$ cat src/rtl/pc_fetch_pkg.sv
// Shared constants and encodings for the PC fetch sequencer.
package pc_fetch_pkg;

  localparam int unsigned     ADDR_W   = 8;
  localparam logic [7:0]      RESET_PC = 8'h00;

  typedef enum logic [1:0] {
    IDLE,
    FETCH,
    FLUSH
  } state_t;

  typedef enum logic [1:0] {
    NONE,
    BRANCH,
    CALL,
    RET
  } redir_t;

endpackage

$ cat src/rtl/ret_addr_stack.sv
// Circular return-address stack: push when full overwrites the oldest entry,
// pop when empty reports RESET_PC and leaves the stack empty.
module ret_addr_stack #(
  parameter int unsigned          ADDR_W   = 8,
  parameter int unsigned          DEPTH    = 4,
  parameter logic [ADDR_W-1:0]    RESET_PC = '0
) (
  input  logic              clk,
  input  logic              rst,
  input  logic              push,
  input  logic              pop,
  input  logic [ADDR_W-1:0] push_addr,
  output logic [ADDR_W-1:0] top
);

  localparam int unsigned IDX_W = (DEPTH > 1) ? $clog2(DEPTH) : 1;

  logic [ADDR_W-1:0] mem [DEPTH];
  logic [IDX_W-1:0]  sp;
  logic [IDX_W-1:0]  sp_inc;
  logic [IDX_W-1:0]  top_idx;
  logic [IDX_W:0]    count;

  // sp is the next write slot; the top entry sits just below it, modulo DEPTH
  always_comb begin
    sp_inc  = (sp == IDX_W'(DEPTH - 1)) ? '0 : sp + 1'b1;
    top_idx = (sp == '0) ? IDX_W'(DEPTH - 1) : sp - 1'b1;
    top     = (count == '0) ? RESET_PC : mem[top_idx];
  end

  always_ff @(posedge clk or negedge rst) begin
    if (!rst) begin
      sp    <= '0;
      count <= '0;
    end else if (push) begin
      sp <= sp_inc;
      if (count != (IDX_W + 1)'(DEPTH))
        count <= count + 1'b1;
    end else if (pop && count != '0) begin
      sp    <= top_idx;
      count <= count - 1'b1;
    end
  end

  always_ff @(posedge clk) begin
    if (push)
      mem[sp] <= push_addr;
  end

endmodule

$ cat src/rtl/pc_fetch_sequencer.sv
// PC register, next-PC mux control and instruction-fetch handshake.
// Optional return-address stack enabled by defining PC_RAS_EN.
module pc_fetch_sequencer #(
  parameter int unsigned       ADDR_W    = pc_fetch_pkg::ADDR_W,
  parameter logic [ADDR_W-1:0] RESET_PC  = pc_fetch_pkg::RESET_PC,
  parameter int unsigned       RAS_DEPTH = 4
) (
  input  logic              clk,
  input  logic              rst,
  input  logic              stall,
  input  logic              branch_taken,
  input  logic [ADDR_W-1:0] branch_target,
  input  logic              call,
  input  logic              ret,
  input  logic [ADDR_W-1:0] next_pc_in,
  output logic [ADDR_W-1:0] pc_plus1,
  output logic [ADDR_W-1:0] target_out,
  output logic              pcsrc,
  output logic [ADDR_W-1:0] imem_addr,
  output logic              imem_req,
  input  logic              imem_ack,
  output logic              fetch_valid,
  output logic [ADDR_W-1:0] fetch_pc,
  output logic              flush
);

  import pc_fetch_pkg::*;

  state_t            state;
  redir_t            src;
  logic              redirect;
  logic [ADDR_W-1:0] pc;
  logic [ADDR_W-1:0] target_q;
  logic [ADDR_W-1:0] ras_top;

  always_comb begin
    src = NONE;
`ifdef PC_RAS_EN
    if (ret)
      src = RET;
    else if (call)
      src = CALL;
    else if (branch_taken)
      src = BRANCH;
`else
    if (call)
      src = CALL;
    else if (branch_taken)
      src = BRANCH;
`endif
  end

`ifdef PC_RAS_EN
  // call+ret together leaves the stack untouched, so neither push nor pop fires
  ret_addr_stack #(
    .ADDR_W   (ADDR_W),
    .DEPTH    (RAS_DEPTH),
    .RESET_PC (RESET_PC)
  ) u_ras (
    .clk       (clk),
    .rst       (rst),
    .push      (call & ~ret),
    .pop       (ret & ~call),
    .push_addr (pc_plus1),
    .top       (ras_top)
  );
`else
  localparam int unsigned UNUSED_RAS_DEPTH = RAS_DEPTH;
  logic unused_ret;
  assign unused_ret = ret;
  assign ras_top    = RESET_PC;
`endif

  assign redirect  = (src != NONE);
  assign pcsrc     = redirect & rst;
  assign pc_plus1  = pc + {{(ADDR_W-1){1'b0}}, 1'b1};
  assign imem_addr = pc;

  always_comb begin
    target_out = target_q;
    if (src == RET)
      target_out = ras_top;
    else if (redirect)
      target_out = branch_target;
  end

  // imem_req is registered alongside state and is high exactly in FETCH
  always_ff @(posedge clk or negedge rst) begin
    if (!rst) begin
      state       <= IDLE;
      pc          <= RESET_PC;
      target_q    <= '0;
      imem_req    <= 1'b0;
      fetch_valid <= 1'b0;
      fetch_pc    <= '0;
      flush       <= 1'b0;
    end else begin
      fetch_valid <= 1'b0;
      flush       <= 1'b0;
      if (redirect) begin
        pc       <= next_pc_in;
        target_q <= target_out;
        flush    <= 1'b1;
        state    <= FLUSH;
        imem_req <= 1'b0;
      end else begin
        case (state)
          IDLE, FLUSH: begin
            state    <= FETCH;
            imem_req <= 1'b1;
          end
          FETCH: begin
            if (!stall && imem_ack) begin
              pc          <= next_pc_in;
              fetch_valid <= 1'b1;
              fetch_pc    <= pc;
            end
          end
          default: begin
            state    <= IDLE;
            imem_req <= 1'b0;
          end
        endcase
      end
    end
  end

endmodule
$ cat config.mk
export PLATFORM = sky130hd
export DESIGN_NAME = pc_fetch_sequencer
export DESIGN_NICKNAME = d
export VERILOG_FILES = /design/src/rtl/pc_fetch_pkg.sv /design/src/rtl/ret_addr_stack.sv /design/src/rtl/pc_fetch_sequencer.sv
export SDC_FILE = /design/constraint.sdc
export NUM_CORES = 1
export LEC_CHECK = 0
export ABC_AREA = 1
export ABC_CLOCK_PERIOD_IN_PS = 2200
export CELL_PAD_IN_SITES_DETAIL_PLACEMENT = 0
export CELL_PAD_IN_SITES_GLOBAL_PLACEMENT = 1
export CORE_ASPECT_RATIO = 0.6
export CORE_MARGIN = 4
export CORE_UTILIZATION = 31
export DETAILED_ROUTE_END_ITERATION = 10
export GPL_TIMING_DRIVEN = 0
export HOLD_SLACK_MARGIN = 0.02
export PLACE_DENSITY = 0.82
export RECOVER_POWER = 50
export SYNTH_ARGS = -nofsm -noshare
export SYNTH_HDL_FRONTEND = slang
export SYNTH_SLANG_ARGS = --single-unit
$ cat constraint.sdc
create_clock -name clk -period 2.2 [get_ports clk]
set_clock_uncertainty 0.2 [all_clocks]
set_input_delay 0.33 -clock clk [delete_from_list [all_inputs] [get_ports clk]]
set_output_delay 0.33 -clock clk [all_outputs]
set_load 0.005 [all_outputs]
# ---- Yosys cells after proc, flatten, opt, wreduce, memory -nomap -nowiden
# Index checks and enable logic that the tools add are counted.
dict set report totals {
  reg_bits 29
  word_cells 38
}
dict set report classes {
  add_sub_neg 1
  n_eq_ne 4
  muxes 15
  bitwise 2
  reduce_logical 9
}
# operator n
set ops {}
lappend ops {{$mux 8} 5}
lappend ops {{$add 8x1->8 const B} 1}
lappend ops {{$mux 1} 6}
lappend ops {{$reduce_bool 2->1} 3}
lappend ops {{$eq 2x2->1 const B} 2}
lappend ops {{$mux 2} 2}
lappend ops {{$pmux 2 s2} 1}
lappend ops {{$reduce_and 3->1} 1}
lappend ops {{$eq 2x1->1 const B} 1}
lappend ops {{$logic_not 2->1} 1}
lappend ops {{$ne 2x2->1 const B} 1}
lappend ops {{$pmux 1 s2} 1}
lappend ops {{$reduce_and 2->1} 1}
lappend ops {{$reduce_or 2->1} 1}
lappend ops {{$and 1x1->1} 1}
lappend ops {{$logic_and 1x1->1} 1}
lappend ops {{$logic_not 1->1} 1}
lappend ops {{$not 1->1} 1}

# ---- Longest topological paths before layout
# Gate-level depths: netlist of run 1.
dict set report logic_depth {
  word_depth 5
  mapped_depth 5
  depth_no_buf 5
}

# ---- Least setup slack after synthesis of run 1
# No wires, ideal clock.
dict set report synth_path {
  path_kind {flip-flop to output port}
  startpoint {register pc[0] (netlist: imem_addr[0])}
  endpoint {output port pc_plus1[4]}
  arrival_time_ps 936
  required_time_ps 1670
  setup_slack_ps 734
  path_stages_with_launch 4
  path_cell_list {dfrtp_1 -> ha_1 -> nand3_1 -> xor2_1}
}
dict set report synth_between {
  elab_chain_cells 1
}
# element line_no
set synth_rtl {}
lappend synth_rtl {{start, declared} pc_fetch_sequencer.sv:32} ;# logic [ADDR_W-1:0] pc;
lappend synth_rtl {{start signal, assigned} pc_fetch_sequencer.sv:101} ;# pc <= next_pc_in;
lappend synth_rtl {{start signal, assigned} pc_fetch_sequencer.sv:114} ;# pc <= next_pc_in;
lappend synth_rtl {{$add 8x1->8} pc_fetch_sequencer.sv:76} ;# assign pc_plus1 = pc + {{(ADDR_W-1){1'b0}}, 1'b1};
lappend synth_rtl {{end, declared} pc_fetch_sequencer.sv:16} ;# output logic [ADDR_W-1:0] pc_plus1,
# Every way passes these cells.

# ---- Final worst setup path of run 1
dict set report layout_path {
  startpoint {register pc[1] (netlist: imem_addr[1])}
  endpoint {output port pc_plus1[2]}
}
# The elaborated chain is that of the path after synthesis.

==> out/metrics.csv, run 1 <==
stage,metric,value,unit
placed_design,dp_slack,-0.803,ns
sta,tightest_slew,0.702,ns
layout,layout-drive-gt1-share,0.128,
global_routing,grt-ovfl-total,0,
drt,vias,1306,
floorplanning,ioPinCount,59,
run_status,status,completed,
layout,multiInputGateArea,548,µm²
synth,synth_seq_cells,28,
layout,n_antenna_cell,0,
sta,max_freq,465,MHz
power_and_ir_drop,p_int,973,µW
global_routing,grt_pass1_vias,1298,
placed_design,gp_congestion,0.721,
critical_path,cp_max_fo,4,
drt,vias_per_cell,4.44,
global_routing,track_usage,0.140,
clock_network,htreeDepth,1,
floorplanning,design.die.area,0.00543,mm²
synth,syn_nets,187,
critical_path,endpoint_kind,output port,
sta,relSlewSlack,0.532,
sta,period_needed,2.15,ns
critical_path,crit_required,1.67,ns
sta,setup_viol,0,
drt,drt_iter0_drc,40,
clock_network,cts_sinks,28,
floorplanning,rows,18,
floorplanning,start_util,0.322,
layout,utilization,0.517,
synth,synth-seq-area-share,0.527,
power_and_ir_drop,p_sw,311,µW
clock_network,clock_latency,0.27,ns
sta,min_period_over_period,0.978,
power_and_ir_drop,vdd_drop_max,0.289,mV
placed_design,placed_cell_area,0.00197,mm²
sta,hold_viol,0,
floorplanning,die_h,58.7,µm
clock_network,numCtsBuffers,3,
sta,slew_viol_final,0,
worst_hold_path,hold_path_class,register to register,
critical_path,cp-start-kind,register,
critical_path,critical_path_class,register to output port,
floorplanning,die_w,92.5,µm
clock_network,clockBufferDepth,2,
layout,synthToLayoutAreaGrowth,60.3,%
synth,synth_top_area_share,0.527,
drt,drc,0,
synth,synth.distinct_cells,16,
sta,rsz0062_at_grt,true,
synth,synthCells,163,
synth,synth_largest_area_cell,dfrtp_1,
placed_design,port_buffers,57,
layout,final_cells,294,
layout,final_cell_mix,"76 x nand2_1, 47 x clkdlybuf4s50_1, 22 x dfrtp_1",
global_routing,grt_max_degree,29,
synth,synthesis.area,0.00133,mm²
synth,yosysWarningCount,0,
power_and_ir_drop,pwr-share-comb,0.228,
layout,regArea,708,µm²
critical_path,worstPathArrival,1.62,ns
clock_network,cts-root-buf,clkbuf_8,
drt,routedWlPerCell,12.0,µm
power_and_ir_drop,p_leak,0.00111,µW
clock_network,path_clk_slew,0.10,ns
power_and_ir_drop,seqPwrFrac,0.458,
global_routing,grt_first_pass_wirelength,6070,µm
synth,synthTopCellsByArea,"dfrtp_1 53%, nand2_1 21%, nand3_1 7.2%",
power_and_ir_drop,power_per_cell_area,603,mW/mm²
layout,mostFrequentLayoutCell,nand2_1,
layout,fill_cells,401,
floorplanning,core-area,0.00412,mm²
placed_design,place_hpwl,2630,µm
job,cap_violations,0,
placed_design,placed_cells,280,
sta,setup_slack,0.0485,ns
drt,drt.antenna.violating_nets,0,
synth,syn_area_per_cell,8.15,µm²
layout,postLayoutCellArea,0.00213,mm²
clock_network,cts_tree,done,
global_routing,grt_antenna_before_repair,0,
drt,routed_wl,3540,µm
power_and_ir_drop,swShare,0.242,
drt,dr.pass1.iters,4,
power_and_ir_drop,pwr-share-clk,0.314,
layout,final_nets,259,
==> final timing paths <==
path / from / endpoint / slack, ns / depth (start not counted)
setup / recovery: imem_addr[1]$_DFFE_PN0P_ / pc_plus1[2] / 0.05 / 3
hold / removal: target_q[7]$_DFFE_PN0P_ / target_q[7]$_DFFE_PN0P_ / 0.29 / 2
setup reg to reg: state[1]$_DFFE_PN0P_ / fetch_pc[6]$_DFFE_PN0P_ / 0.69 / 4
hold reg to reg: target_q[7]$_DFFE_PN0P_ / target_q[7]$_DFFE_PN0P_ / 0.29 / 2
max in group asynchronous: rst / imem_addr[5]$_DFFE_PN0P_ / 0.71 / 3
min in group asynchronous: rst / target_q[3]$_DFFE_PN0P_ / 0.59 / 3
==> power by group through the flow <==
stage	sequential (µW)	combinational [µW]	clock (µW)
5_1_grt	595	327	438
3_5_place_dp	601	277	0
6_report	588	292	403
2_1_floorplan	593	93.7	0
4_1_cts	590	294	413
3_3_place_gp	601	276	0
==> timing repair <==
action / CTS / global route
endpoints found under the setup margin: 14 / 13
hold buffers: 2 / 0
setup buffers: 5 / 4
hold endpoints to repair: 28 / 0
gates resized for setup: 16 / 12
pin swaps: 0 / 1
==> cell type report <==
class                   count  share of cell area
flip-flops and latches     28               0.333
repair buffers             68               0.306
multi-input cells         118               0.257
well taps                  60              0.0353
inverters                  14              0.0253
clock buffers               3              0.0194
clock inverters             1              0.0141
plain buffers               2              0.0106
==> metal layers <==
layer  track usage  wire length (µm)  vias to the layer above  part of all wire
li1              -                 -                      656                 -
met1         0.194              1750                      614              0.50
met2         0.220              1570                       31              0.44
met3        0.0434               191                        5             0.054
met4        0.0296                21                        0            0.0059
met5             0                 0                        -                 0
==> cells in the mapped netlist <==
cell	instances
clkinv_1	1
dfrtp_1	28
xor2_1	3
nor2_4	2
nand2_2	2
inv_2	1
nand3_1	19
nand3b_1	1
buf_2	1
nand3_4	1
nor2_1	5
ha_1	1
nand4_1	8
nand2_1	76
buf_6	2
inv_1	12
==> stage by stage <==
stage	hold WS, ns	total power, µW	setup TNS (ns)
5_1_grt	0.312	1360	-0.228
3_5_place_dp	0.262	878	-2.59
2_1_floorplan	-0.166	687	0
6_report	0.287	1280	0
4_1_cts	0.288	1300	0
3_3_place_gp	0.261	877	-2.56
==> worst max-delay path: stages, from the launching register on <==
cell and delay, ns:
dfrtp_1 0.42, ha_2 0.25, xor2_1 0.17, clkdlybuf4s50_1 0.52
==> kinds of logic after synthesis <==
| logic type | after synthesis | share of synthesized area |
|---|---|---|
| XOR/XNOR | 3 | 0.0198 |
| AND/OR/NAND/NOR | 114 | 0.383 |
| flip-flops | 28 | 0.527 |
| buffers and inverters | 17 | 0.0603 |
| adder cells (fa/ha/maj) | 1 | 0.00941 |
==> registers in the layout, indices dropped and copies added (netlist names) <==
signal / flops
state: 2
imem_addr: 8
target_q: 8
flush: 1
fetch_valid: 1
fetch_pc: 8
Note: power is estimated with default switching activity, not from simulation.
==> run 2: changes to the inputs <==
--- a/config.mk
+++ b/config.mk
@@ -7,6 +7,7 @@
 export LEC_CHECK = 0
 export ABC_AREA = 1
 export ABC_CLOCK_PERIOD_IN_PS = 2200
+export CAP_MARGIN = 20
 export CELL_PAD_IN_SITES_DETAIL_PLACEMENT = 0
 export CELL_PAD_IN_SITES_GLOBAL_PLACEMENT = 1
 export CORE_ASPECT_RATIO = 0.6
@@ -17,6 +18,7 @@
 export HOLD_SLACK_MARGIN = 0.02
 export PLACE_DENSITY = 0.82
 export RECOVER_POWER = 50
+export SKIP_LAST_GASP = 1
 export SYNTH_ARGS = -nofsm -noshare
 export SYNTH_HDL_FRONTEND = slang
 export SYNTH_SLANG_ARGS = --single-unit
==> run 2 against run 1 <==
Sequential power is 0.7% higher. Core utilization is 0.88 points higher. Total power rose by 1.3%. Sequential share of layout area fell by 0.50 points. Critical path depth rose by 2. Flip-flop and latch count unchanged. Cell count is 1.0% higher. Global-route usage decreased by 0.17 points. Critical path type unchanged. Largest cell class unchanged. Largest power group unchanged.
==> out/metrics.csv, run 2 (synthesis results as in run 1) <==
stage,metric,value,unit
run_status,status,completed,
sta,slew_viol_final,0,
global_routing,grt_antenna_before_repair,0,
layout,fill_cells,392,
clock_network,cts_tree,done,
critical_path,endpoint_kind,output port,
layout,multiInputGateArea,566,µm²
global_routing,track_usage,0.139,
drt,drt_iter0_drc,69,
clock_network,cts-root-buf,clkbuf_8,
floorplanning,start_util,0.322,
job,cap_violations,0,
critical_path,critical_path_class,register to output port,
clock_network,path_clk_slew,0.09,ns
worst_hold_path,hold_path_class,register to register,
drt,vias,1297,
critical_path,crit_chain,ha_4 -> nand2_1 -> nand2_1 -> nand2_1 -> clkdlybuf4s50_1,
power_and_ir_drop,power_per_cell_area,600,mW/mm²
power_and_ir_drop,power,1300,µW
placed_design,place_hpwl,2680,µm
clock_network,htreeDepth,1,
layout,mostFrequentLayoutCell,nand2_1,
critical_path,max_stage_delay,0.50,ns
global_routing,top_usage_layer,met2,
floorplanning,die_h,58.7,µm
sta,hold_viol,0,
layout,regArea,709,µm²
worst_hold_path,min_path_cells,2,
floorplanning,rows,18,
critical_path,cp_max_fo,4,
worst_hold_path,whs_endpoint,target_q[0]$_DFFE_PN0P_,
sta,rsz0062_at_grt,true,
sta,min_period_over_period,0.969,
power_and_ir_drop,p_sw,318,µW
critical_path,cpMaxStageDelayCell,clkdlybuf4s50_1,
clock_network,cts_sinks,28,
critical_path,cp-start-kind,register,
sta,max_freq,469,MHz
sta,relSlewSlack,0.495,
drt,routedWlPerCell,12.2,µm
layout,layout-drive-gt1-share,0.135,
critical_path,crit_required,1.67,ns
global_routing,grt_max_degree,17,
layout,final_nets,262,
critical_path,r2r_setup_slack,0.66,ns
sta,hold_slack,0.280,ns
clock_network,clockBufferDepth,2,
worst_hold_path,min-delay-start,target_q[0]$_DFFE_PN0P_,
drt,drc,0,
global_routing,grt-ovfl-total,0,
layout,n_antenna_cell,0,
critical_path,r2r_start,state[1]$_DFFE_PN0P_,
floorplanning,design.die.area,0.00543,mm²
power_and_ir_drop,swShare,0.245,
drt,routed_wl,3640,µm
drt,dr.pass1.iters,4,
placed_design,gp_congestion,0.721,
layout,final_cell_mix,"76 x nand2_1, 52 x clkdlybuf4s50_1, 21 x dfrtp_1",
sta,tightest_slew,0.758,ns
placed_design,port_buffers,57,
layout,synthToLayoutAreaGrowth,63.0,%
critical_path,worstPathArrival,1.60,ns
power_and_ir_drop,pwr-share-comb,0.233,
floorplanning,die_w,92.5,µm
global_routing,use_met1,0.199,
power_and_ir_drop,p_leak,0.00108,µW
clock_network,clock_latency,0.27,ns
floorplanning,core-area,0.00412,mm²
power_and_ir_drop,seqPwrFrac,0.456,
power_and_ir_drop,p_int,982,µW
global_routing,grt_first_pass_wirelength,5940,µm
global_routing,grt_pass1_vias,1257,
power_and_ir_drop,vdd_drop_max,0.333,mV
global_routing,use_met2,0.209,
global_routing,globalRouteMet3Util,0.0345,
sta,setup_viol,0,
critical_path,path_common_cell,nand2_1,
drt,vias_per_cell,4.37,
drt,drt.antenna.violating_nets,0,
floorplanning,ioPinCount,59,
power_and_ir_drop,pwr-share-clk,0.311,
critical_path,r2r_end,fetch_pc[1]$_DFFE_PN0P_,
clock_network,numCtsBuffers,3,
critical_path,worst-r2r-cell-count,4,
sta,period_needed,2.13,ns
## run 2: worst max path at each step
stage	startpoint	end	depth (start not counted)
3_5_place_dp	rst	pcsrc	4
4_1_cts	imem_addr[1]$_DFFE_PN0P_	pc_plus1[2]	3
3_3_place_gp	rst	pcsrc	4
5_1_grt	imem_addr[5]$_DFFE_PN0P_	pc_plus1[6]	5
6_report	imem_addr[0]$_DFFE_PN0P_	pc_plus1[6]	5
2_1_floorplan	imem_addr[0]$_DFFE_PN0P_	pc_plus1[4]	3
## run 2: power groups by stage
stage          Clock [µW]  Combinational, µW  Sequential (µW)
6_report              404                304              592
5_1_grt               436                336              599
4_1_cts               415                297              591
3_5_place_dp            0                280              601
3_3_place_gp            0                276              601
2_1_floorplan           0               93.7              593
## run 2: repair_timing
action                                  in CTS  in global routing
endpoints found under the hold margin       15                  0
endpoints found under the setup margin      14                  5
hold buffers                                 2                  0
resized for setup                           14                 10
pin swaps                                    1                  1
setup buffers                                7                  4
## run 2: critical path, delay by kind of cell (launching register included)
kind	cells	cell delay, ns
flip-flops	1	0.47
AND/OR/NAND/NOR	3	0.16
buffers and inverters	1	0.50
adder cells (fa/ha/maj)	1	0.20
## run 2: per-stage QoR
stage          worst slack, ns  cells  TNS, ns  area [µm²]  utilization
6_report                0.0680    297        0        2170        0.526
5_1_grt                -0.0409    297  -0.0807        2170        0.526
4_1_cts                 0.0220    293        0        2140        0.518
3_5_place_dp            -0.391    281    -2.12        1990        0.483
3_3_place_gp            -0.827    280    -2.56        1970        0.479
2_1_floorplan            0.734    163        0        1330            -
## run 2: cell type report
class	instances	area share
clock inverter	1	0.0139
clock buffer	3	0.0191
inverter	14	0.0266
multi-input combinational	118	0.261
timing repair buffer	71	0.308
tap	60	0.0347
buffer	2	0.00867
sequential	28	0.328
## run 2: metal layers
| layer | share of wire | vias to the layer above | wire length [µm] |
|---|---|---|---|
| li1 | - | 663 | - |
| met1 | 0.50 | 598 | 1820 |
| met2 | 0.44 | 32 | 1600 |
| met3 | 0.052 | 4 | 189 |
| met4 | 0.0069 | 0 | 25 |
| met5 | 0 | - | 0 |
